**config.mk**
```make
export PLATFORM = sky130hd
export DESIGN_NAME = aes_kat_sequencer
export DESIGN_NICKNAME = d
export VERILOG_FILES = /design/src/rtl/aes_kat_sequencer.sv
export SDC_FILE = /design/constraint.sdc
export NUM_CORES = 2
export LEC_CHECK = 0
export BUFFER_PORTS_ARGS = -buffer_cell sky130_fd_sc_hd__buf_4
export CORE_AREA = 2 2 406 408
export DETAILED_ROUTE_END_ITERATION = 16
export DIE_AREA = 0 0 408 410
export PLACE_DENSITY = 0.44
export SKIP_CTS_REPAIR_TIMING = 1
export SLEW_MARGIN = 0
export SYNTH_ARGS = -nofsm -noshare
export SYNTH_HDL_FRONTEND = slang
export SYNTH_SLANG_ARGS = --single-unit
export TNS_END_PERCENT = 10
```
**constraint.sdc**
```tcl
create_clock -name clk -period 3.4 [get_ports clk]
set_input_delay 0.34 -clock clk [delete_from_list [all_inputs] [get_ports clk]]
set_output_delay 0.34 -clock clk [all_outputs]
set_load 0.01 [all_outputs]
```
**src/rtl/aes_kat_sequencer.sv**
```systemverilog
// AES known-answer-test sequencer: walks ROM vectors through an AES core.
// Optional round-trip decrypt check enabled by macro AES_KAT_DECRYPT_EN.
module aes_kat_sequencer #(
    parameter int NUM_VEC = 4,
    parameter int TIMEOUT = 64,
    localparam int IW = (NUM_VEC > 1) ? $clog2(NUM_VEC) : 1,
    localparam int AW = 2 + $clog2(NUM_VEC)
) (
    input  logic          clk,
    input  logic          reset,
    input  logic          en,
    input  logic [1:0]    mod,
    output logic [AW-1:0] rom_addr,
    input  logic [255:0]  rom_key,
    input  logic [127:0]  rom_pt,
    input  logic [127:0]  rom_ct,
    output logic          aes_start,
    output logic          aes_decrypt,
    output logic [1:0]    aes_key_len,
    output logic [255:0]  aes_key,
    output logic [127:0]  aes_din,
    input  logic          aes_done,
    input  logic [127:0]  aes_dout,
    output logic          led128,
    output logic          led192,
    output logic          led256,
    output logic          fail,
    output logic          busy,
    output logic          done,
    output logic [AW-1:0] fail_idx
);

    localparam logic [3:0] IDLE     = 4'd0;
    localparam logic [3:0] FETCH    = 4'd1;
    localparam logic [3:0] LOAD     = 4'd2;
    localparam logic [3:0] ENC      = 4'd3;
    localparam logic [3:0] ENC_WAIT = 4'd4;
    localparam logic [3:0] DEC      = 4'd5;
    localparam logic [3:0] DEC_WAIT = 4'd6;
    localparam logic [3:0] CHECK    = 4'd7;
    localparam logic [3:0] NEXT     = 4'd8;
    localparam logic [3:0] FINISH   = 4'd9;

    logic [3:0]    state;
    logic [3:0]    nstate;
    logic [1:0]    mod_r;
    logic [1:0]    size;
    logic [IW-1:0] idx;
    logic [255:0]  key_r;
    logic [127:0]  pt_r;
    logic [127:0]  ct_r;
    logic [127:0]  din_r;
    logic [7:0]    wcnt;
    logic          vec_fail;
    logic          size_fail;
    logic          in_wait;
    logic [127:0]  exp_val;
    logic          mismatch;
    logic          tmo;
    logic          mark;
    logic          last_vec;
    logic          more_sizes;

    generate
        if (NUM_VEC > 1) begin : g_addr
            assign rom_addr = {size, idx};
        end else begin : g_addr1
            assign rom_addr = size;
        end
    endgenerate

    assign in_wait    = (state == ENC_WAIT) || (state == DEC_WAIT);
    assign exp_val    = (state == DEC_WAIT) ? pt_r : ct_r;
    assign mismatch   = in_wait && aes_done && (aes_dout != exp_val);
    assign tmo        = in_wait && !aes_done && (wcnt == 8'(TIMEOUT - 1));
    assign mark       = mismatch || tmo;
    assign last_vec   = (idx == IW'(NUM_VEC - 1));
    assign more_sizes = (mod_r == 2'b11) && (size != 2'b10);

    assign aes_start   = (state == ENC) || (state == DEC);
    assign aes_key_len = size;
    assign aes_key     = key_r;
    assign aes_din     = din_r;
    assign busy        = (state != IDLE) && (state != FINISH);
    assign done        = (state == FINISH);

`ifdef AES_KAT_DECRYPT_EN
    assign aes_decrypt = (state == DEC) || (state == DEC_WAIT);
`else
    assign aes_decrypt = 1'b0;
`endif

    // Next-state selection for the vector walk.
    always_comb begin
        nstate = state;
        case (state)
            IDLE:     if (en) nstate = FETCH;
            FETCH:    nstate = LOAD;
            LOAD:     nstate = ENC;
            ENC:      nstate = ENC_WAIT;
            ENC_WAIT: begin
                if (aes_done) begin
`ifdef AES_KAT_DECRYPT_EN
                    nstate = DEC;
`else
                    nstate = CHECK;
`endif
                end else if (tmo) begin
                    nstate = CHECK;
                end
            end
            DEC:      nstate = DEC_WAIT;
            DEC_WAIT: if (aes_done || tmo) nstate = CHECK;
            CHECK:    nstate = NEXT;
            NEXT:     begin
                if (last_vec && !more_sizes) nstate = FINISH;
                else nstate = FETCH;
            end
            FINISH:   if (!en) nstate = IDLE;
            default:  nstate = IDLE;
        endcase
    end

    // State register.
    always_ff @(posedge clk or negedge reset) begin
        if (!reset) state <= IDLE;
        else state <= nstate;
    end

    // Vector datapath: mode, index, captured ROM data, wait counter.
    always_ff @(posedge clk or negedge reset) begin
        if (!reset) begin
            mod_r     <= 2'b00;
            size      <= 2'b00;
            idx       <= '0;
            key_r     <= '0;
            pt_r      <= '0;
            ct_r      <= '0;
            din_r     <= '0;
            wcnt      <= '0;
            vec_fail  <= 1'b0;
            size_fail <= 1'b0;
        end else begin
            case (state)
                IDLE: begin
                    if (en) begin
                        mod_r     <= mod;
                        size      <= (mod == 2'b11) ? 2'b00 : mod;
                        idx       <= '0;
                        size_fail <= 1'b0;
                    end
                end
                LOAD: begin
                    key_r    <= rom_key;
                    pt_r     <= rom_pt;
                    ct_r     <= rom_ct;
                    din_r    <= rom_pt;
                    vec_fail <= 1'b0;
                    wcnt     <= '0;
                end
                ENC, DEC: wcnt <= 8'd1;
                ENC_WAIT: begin
                    if (aes_done) din_r <= ct_r;
                    else wcnt <= wcnt + 8'd1;
                end
                DEC_WAIT: if (!aes_done) wcnt <= wcnt + 8'd1;
                CHECK: size_fail <= size_fail | vec_fail;
                NEXT: begin
                    if (last_vec) begin
                        idx       <= '0;
                        size      <= size + 2'd1;
                        size_fail <= 1'b0;
                    end else begin
                        idx <= idx + 1'b1;
                    end
                end
                default: ;
            endcase
            if (mark) vec_fail <= 1'b1;
        end
    end

    // Sticky status: per-size pass LEDs and first-failure capture.
    always_ff @(posedge clk or negedge reset) begin
        if (!reset) begin
            led128   <= 1'b0;
            led192   <= 1'b0;
            led256   <= 1'b0;
            fail     <= 1'b0;
            fail_idx <= '0;
        end else if (state == IDLE) begin
            if (en) begin
                led128   <= 1'b0;
                led192   <= 1'b0;
                led256   <= 1'b0;
                fail     <= 1'b0;
                fail_idx <= '0;
            end
        end else begin
            if (state == NEXT && last_vec && !size_fail) begin
                case (size)
                    2'b00:   led128 <= 1'b1;
                    2'b01:   led192 <= 1'b1;
                    2'b10:   led256 <= 1'b1;
                    default: ;
                endcase
            end
            if (mark && !fail) begin
                fail     <= 1'b1;
                fail_idx <= rom_addr;
            end
        end
    end

endmodule

```
## Word level (Yosys, flattened, before mapping)

Cells that the tools add are included.

- Bits in registers: 668
- Input port bits: 646
- Output and inout bits: 402
- Logic and storage cells: 127

- Add/subtract/negate cells: 3
- Equal/unequal tests: 25
- Mux-type cells: 38
- Bitwise logic cells: 1
- Reduce and logical (&&, ||, !) cells: 44

Operator list:

| cell | count |
|---|---|
| 128-bit two-way mux | 2 |
| 128-bit one-hot mux with 2 select lines | 1 |
| 128-bit != test | 1 |
| 4-bit one-hot mux with 10 select lines | 1 |
| 4-bit two-way mux | 9 |
| 8-bit one-hot mux with 3 select lines | 1 |
| 4-bit by 3-bit == test with 1-bit output, second input constant | 4 |
| 2-bit nonzero test | 8 |
| 1-bit two-way mux | 15 |
| 3-bit AND reduction | 5 |
| 2-bit != test, second input constant | 6 |
| 1-bit logical AND | 10 |
| 2-bit two-way mux | 5 |
| 2-bit AND reduction | 5 |
| 8-bit by 1-bit adder with 8-bit output, second input constant | 1 |
| 2-bit == test, second input constant | 4 |
| 4-bit by 2-bit == test with 1-bit output, second input constant | 2 |
| 4-bit == test, second input constant | 2 |
| 8-bit by 6-bit == test with 1-bit output, second input constant | 1 |
| 8-bit two-way mux | 1 |
| 2-bit one-hot mux with 2 select lines | 2 |
| 3-bit nonzero test | 2 |
| 2-bit by 1-bit adder with 2-bit output, second input constant | 2 |
| 4-bit by 1-bit == test with 1-bit output, second input constant | 1 |
| 13 further kinds | 20 |

## Longest topological paths before layout

- Depth after elaboration: 8
- Mapped depth: 12
- Depth with buffers taken out: 8

## Least setup slack after synthesis

No wires, ideal clock.

- Kind: register -> register
- From: register state[3]
- To: register fail
- Setup time: 0.118 ns
- Arrival: 2.336 ns
- Required time: 3.282 ns
- Path slack: 0.946 ns
- Cell stages (with the launch flop): 11
- Buffers on the path: 2
- Clock period less this slack: 2.454 ns
- Cells stage by stage: dfrtp_1 > buf_6 > and4bb_1 > buf_4 > mux2i_1 > a2bb2oi_1 > nand4_1 > or4_1 > nor4_2 > a21oi_2 > a21o_1

- Cells in the longest elaborated chain, start to end: 8
- Elaborated cells between the ends (all ways): 16
- Those cells by class: eq/ne: 4; mux: 2; reduce/logical: 10

RTL lines:

| what | RTL line | source |
|---|---|---|
| start: declaration | 44 | `logic [3:0] state;` |
| start signal: assignment | 127 | `else state <= nstate;` |
| 4-bit by 3-bit == test with 1-bit output, on equally long branches | 72, 73 |  |
| 128-bit two-way mux or 1-bit logical OR (tied branches) | 73, 72 |  |
| 128-bit != test, or another cell as far along | 74 | `assign mismatch = in_wait && aes_done && (aes_dout != exp_val);` |
| 1-bit logical AND, on equally long branches | 74, 75 |  |
| 1-bit logical OR | 76 | `assign mark = mismatch \|\| tmo;` |
| 1-bit logical AND | 208 | `if (mark && !fail) begin` |
| 2-bit nonzero test (no line) | n/a |  |
| 2-bit AND reduction (no line) | n/a |  |
| end signal: assignment | 189 | `fail <= 1'b0;` |
| end signal: assignment | 196 | `fail <= 1'b0;` |
| end signal: assignment | 209 | `fail <= 1'b1;` |
| end: declaration | 27 | `output logic fail,` |

Parallel ways exist; a longest one is shown, timed or not.
A chain may end at the register's enable or synchronous reset.

## Worst setup path in the final report

- From: register pt_r[65]
- To: register fail

- Cells in the longest elaborated chain, start to end: 7

RTL lines:

| what | RTL line | source |
|---|---|---|
| start: declaration | 50 | `logic [127:0] pt_r;` |
| start signal: assignment | 155 | `pt_r <= rom_pt;` |
| 128-bit two-way mux | 73 | `assign exp_val = (state == DEC_WAIT) ? pt_r : ct_r;` |
| 128-bit != test | 74 |  |
| 1-bit logical AND | 74 |  |
| 1-bit logical OR | 76 |  |
| 1-bit logical AND | 208 |  |
| 2-bit nonzero test (no line) | n/a |  |
| 2-bit AND reduction (no line) | n/a |  |

Every way passes these cells.

==> impl_metrics.tcl <==
set metrics [dict create \
    worst_slew_pin_slew_ns 1.10 \
    path_max_fanout 5 \
    wl_per_cell_um 27.3 \
    htreeDepth 3 \
    max-slew-margin-rel 0.249 \
    die_h_um 410 \
    start_util 0.181 \
    cts-root-buf "clkbuf_16" \
    p_total_uw 46800 \
    fin_nets 5603 \
    cp-end-kind "flip-flop" \
    ys_top_cells_by_count "nand2_1 (1,512), dfrtp_1 (668), clkbuf_1 (152), nor2_1 (152), mux2i_1 (149)" \
    core_um2 163000 \
    syn_inst 3357 \
    clock_sinks 668 \
    synthTopCellsByArea "dfrtp_1 (56%), nand2_1 (19%), mux2i_1 (5.0%)" \
    critical_path_class "flip-flop to flip-flop" \
    clockBufferDepth 3 \
    die-area_um2 167000 \
    synth_nets 4008 \
    peakVddDrop_v 0.000597 \
    grt_pass1_wl_mm 257 \
    finalCritPeriodShare 0.958 \
    setup_tns_ns 0 \
    rsz0062_at_grt "false" \
    gr-total-overflow 0 \
    period_needed_ns 3.26 \
    start_kind "flip-flop" \
    setup_viol 0 \
    gp_congestion 0.974 \
    cts_buffers 87 \
    nFillCells 17500 \
    cts_tree "yes" \
    multi_input_area_um2 11900 \
    dr.pass1.iters 6 \
    synth_seq_cells 668 \
    antenna_left 0 \
    synth_area_leader_cell "dfrtp_1" \
    groute.usage.overall 0.225 \
    required_ns 3.99 \
    max_clock_freq_mhz 307 \
    synth_flop_cell "dfrtp_1" \
    drt_wl_total_mm 197 \
    leakage_uw 0.0240 \
    dpl.hpwl_mm 160 \
    vias 30900 \
    synth-seq-area-share 0.564 \
    drv_slew 0 \
    synth.most_common_cell "nand2_1" \
    p_per_area_nw_per_um2 956 \
    drive_above_1_share 0.264 \
    clk_latency_ns 0.73 \
    drv_cap 0 \
    finalClockSkew_ns 0.0327 \
    route.detailed.drc 0 \
    syn_to_final_growth_pct 65.3 \
    synth_top_area_frac 0.564 \
    worst_hold_slack_ns 0.0177 \
    io_pins 1048 \
    ys_types 67 \
    io_buffers 1046 \
    grt_pass1_vias 28800 \
    antenna_found_initial 104 \
    hp-class "input port to flip-flop" \
    hold_violations 0 \
    path_clk_slew_ns 0.06 \
    syn_area_per_cell_um2 8.83 \
    r2r_setup_slack_ns 0.14 \
    syn-cell-area_um2 29700 \
    die_w_um 408 \
    grt_max_degree 168 \
    critPathArrivalTime_ns 3.85 \
    drt-vias-per-instance 4.28 \
    yosysWarnings 0 \
    synth_edf_count 0 \
    status "completed" \
    async_flop_share 1.00 \
    final-seq-area_um2 16700 \
    drt_iter0_drc 2313 \
    rows 149 \
]
## cells in the final DEF, fill, tap and decap left out, types with 7 or more instances in the layout
cell type	synthesis	final
a221oi_1	9	9
clkbuf_1	152	18
nand2_1	1512	1512
o2bb2ai_1	8	8
buf_12	0	27
o21ai_0	57	57
o221ai_1	13	13
nor2b_1	17	17
dfrtp_1	668	668
nand3_1	15	15
a22o_1	11	11
xor2_1	84	84
bufinv_16	0	7
and3_1	8	8
and2_1	8	7
nand2b_1	16	15
nand4_1	11	11
inv_1	98	98
a31oi_1	7	7
o22ai_1	27	27
buf_4	5	1141
clkbuf_8	0	20
mux2i_1	149	149
nor4_1	30	29
clkbuf_16	0	87
xnor2_1	40	40
clkinv_2	0	10
a21oi_1	138	138
diode_2	0	21
a2111oi_0	7	7
dlygate4sd3_1	0	513
nor3_1	14	13
o2111ai_1	11	11
nor2_1	152	152
## cells by family after synthesis
kind of cell,Yosys count,synth area share
AO/OA/AOI/OAI,333,0.0705
flip-flops,668,0.564
adder cells (fa/ha/maj),5,0.00211
buffers and inverters,274,0.0365
XOR/XNOR,124,0.0366
other,1,0.000126
AND/OR/NAND/NOR,1802,0.240
multiplexers,150,0.0507
## worst max-delay path, stage by stage (launching register included)
cell       delay, ns
dfrtp_1         0.39
xnor2_1         0.18
buf_4           0.18
o221ai_1        0.11
a2111oi_0       0.91
a31oi_1         0.26
nor4_1          0.39
and4_1          0.31
a21oi_2         0.18
a21o_1          0.21
## metrics by stage
step | cell area [um2] | cells | util | worst slack, ns
after global routing | 49000 | 7217 | 0.300 | 0.0376
after global placement | 40800 | 6539 | 0.250 | -0.0391
final | 49000 | 7231 | 0.300 | 0.142
after detailed placement | 40800 | 6539 | 0.250 | -0.00185
after CTS | 43800 | 6697 | 0.268 | -0.0187
after floorplan | 29700 | 3357 | - | 0.946
## state kept, by name, summed over array words and instances, names as in the netlist
name,count
ct_r,128
fail,1
led192,1
mod_r,2
aes_key_len,2
fail_idx,4
aes_din,128
idx,2
vec_fail,1
state,4
size_fail,1
pt_r,128
led256,1
aes_key,256
led128,1
wcnt,8
## where the power goes
part	switching, uW	internal, uW	leakage (uW)
Sequential	3430	11900	0.00809
Combinational	13300	8370	0.0145
Clock	4080	5740	0.00146
## per-layer routing
layer,up-vias,share of wire,global-route usage,routed length (um)
li1,14000,-,-,-
met1,15200,0.40,0.268,79600
met2,1281,0.48,0.368,94300
met3,379,0.080,0.0789,15900
met4,58,0.037,0.0948,7280
met5,-,0.0019,0,369
## final cells by class
| cell class | count | share of cell area |
|---|---|---|
| Antenna cell | 21 | 0.00107 |
| Clock buffer | 125 | 0.0514 |
| Clock inverter | 33 | 0.00972 |
| Inverter | 98 | 0.00750 |
| Multi-Input combinational cell | 2415 | 0.243 |
| Sequential cell | 668 | 0.341 |
| Tap cell | 2189 | 0.0559 |
| Timing Repair Buffer | 1682 | 0.291 |
## worst paths after layout
kind,cells past startpoint,start,endpoint
hold / removal,3,rom_pt[101],aes_din[101]$_DFFE_PN0P_
setup / recovery,9,pt_r[65]$_DFFE_PN0P_,fail$_DFFE_PN0P_
hold reg to reg,2,aes_key[194]$_DFFE_PN0P_,aes_key[194]$_DFFE_PN0P_
max in group asynchronous,3,reset,pt_r[52]$_DFFE_PN0P_
setup reg to reg,9,pt_r[65]$_DFFE_PN0P_,fail$_DFFE_PN0P_
min in group asynchronous,2,reset,ct_r[34]$_DFFE_PN0P_
No activity file was read; power rests on OpenSTA's default activity.
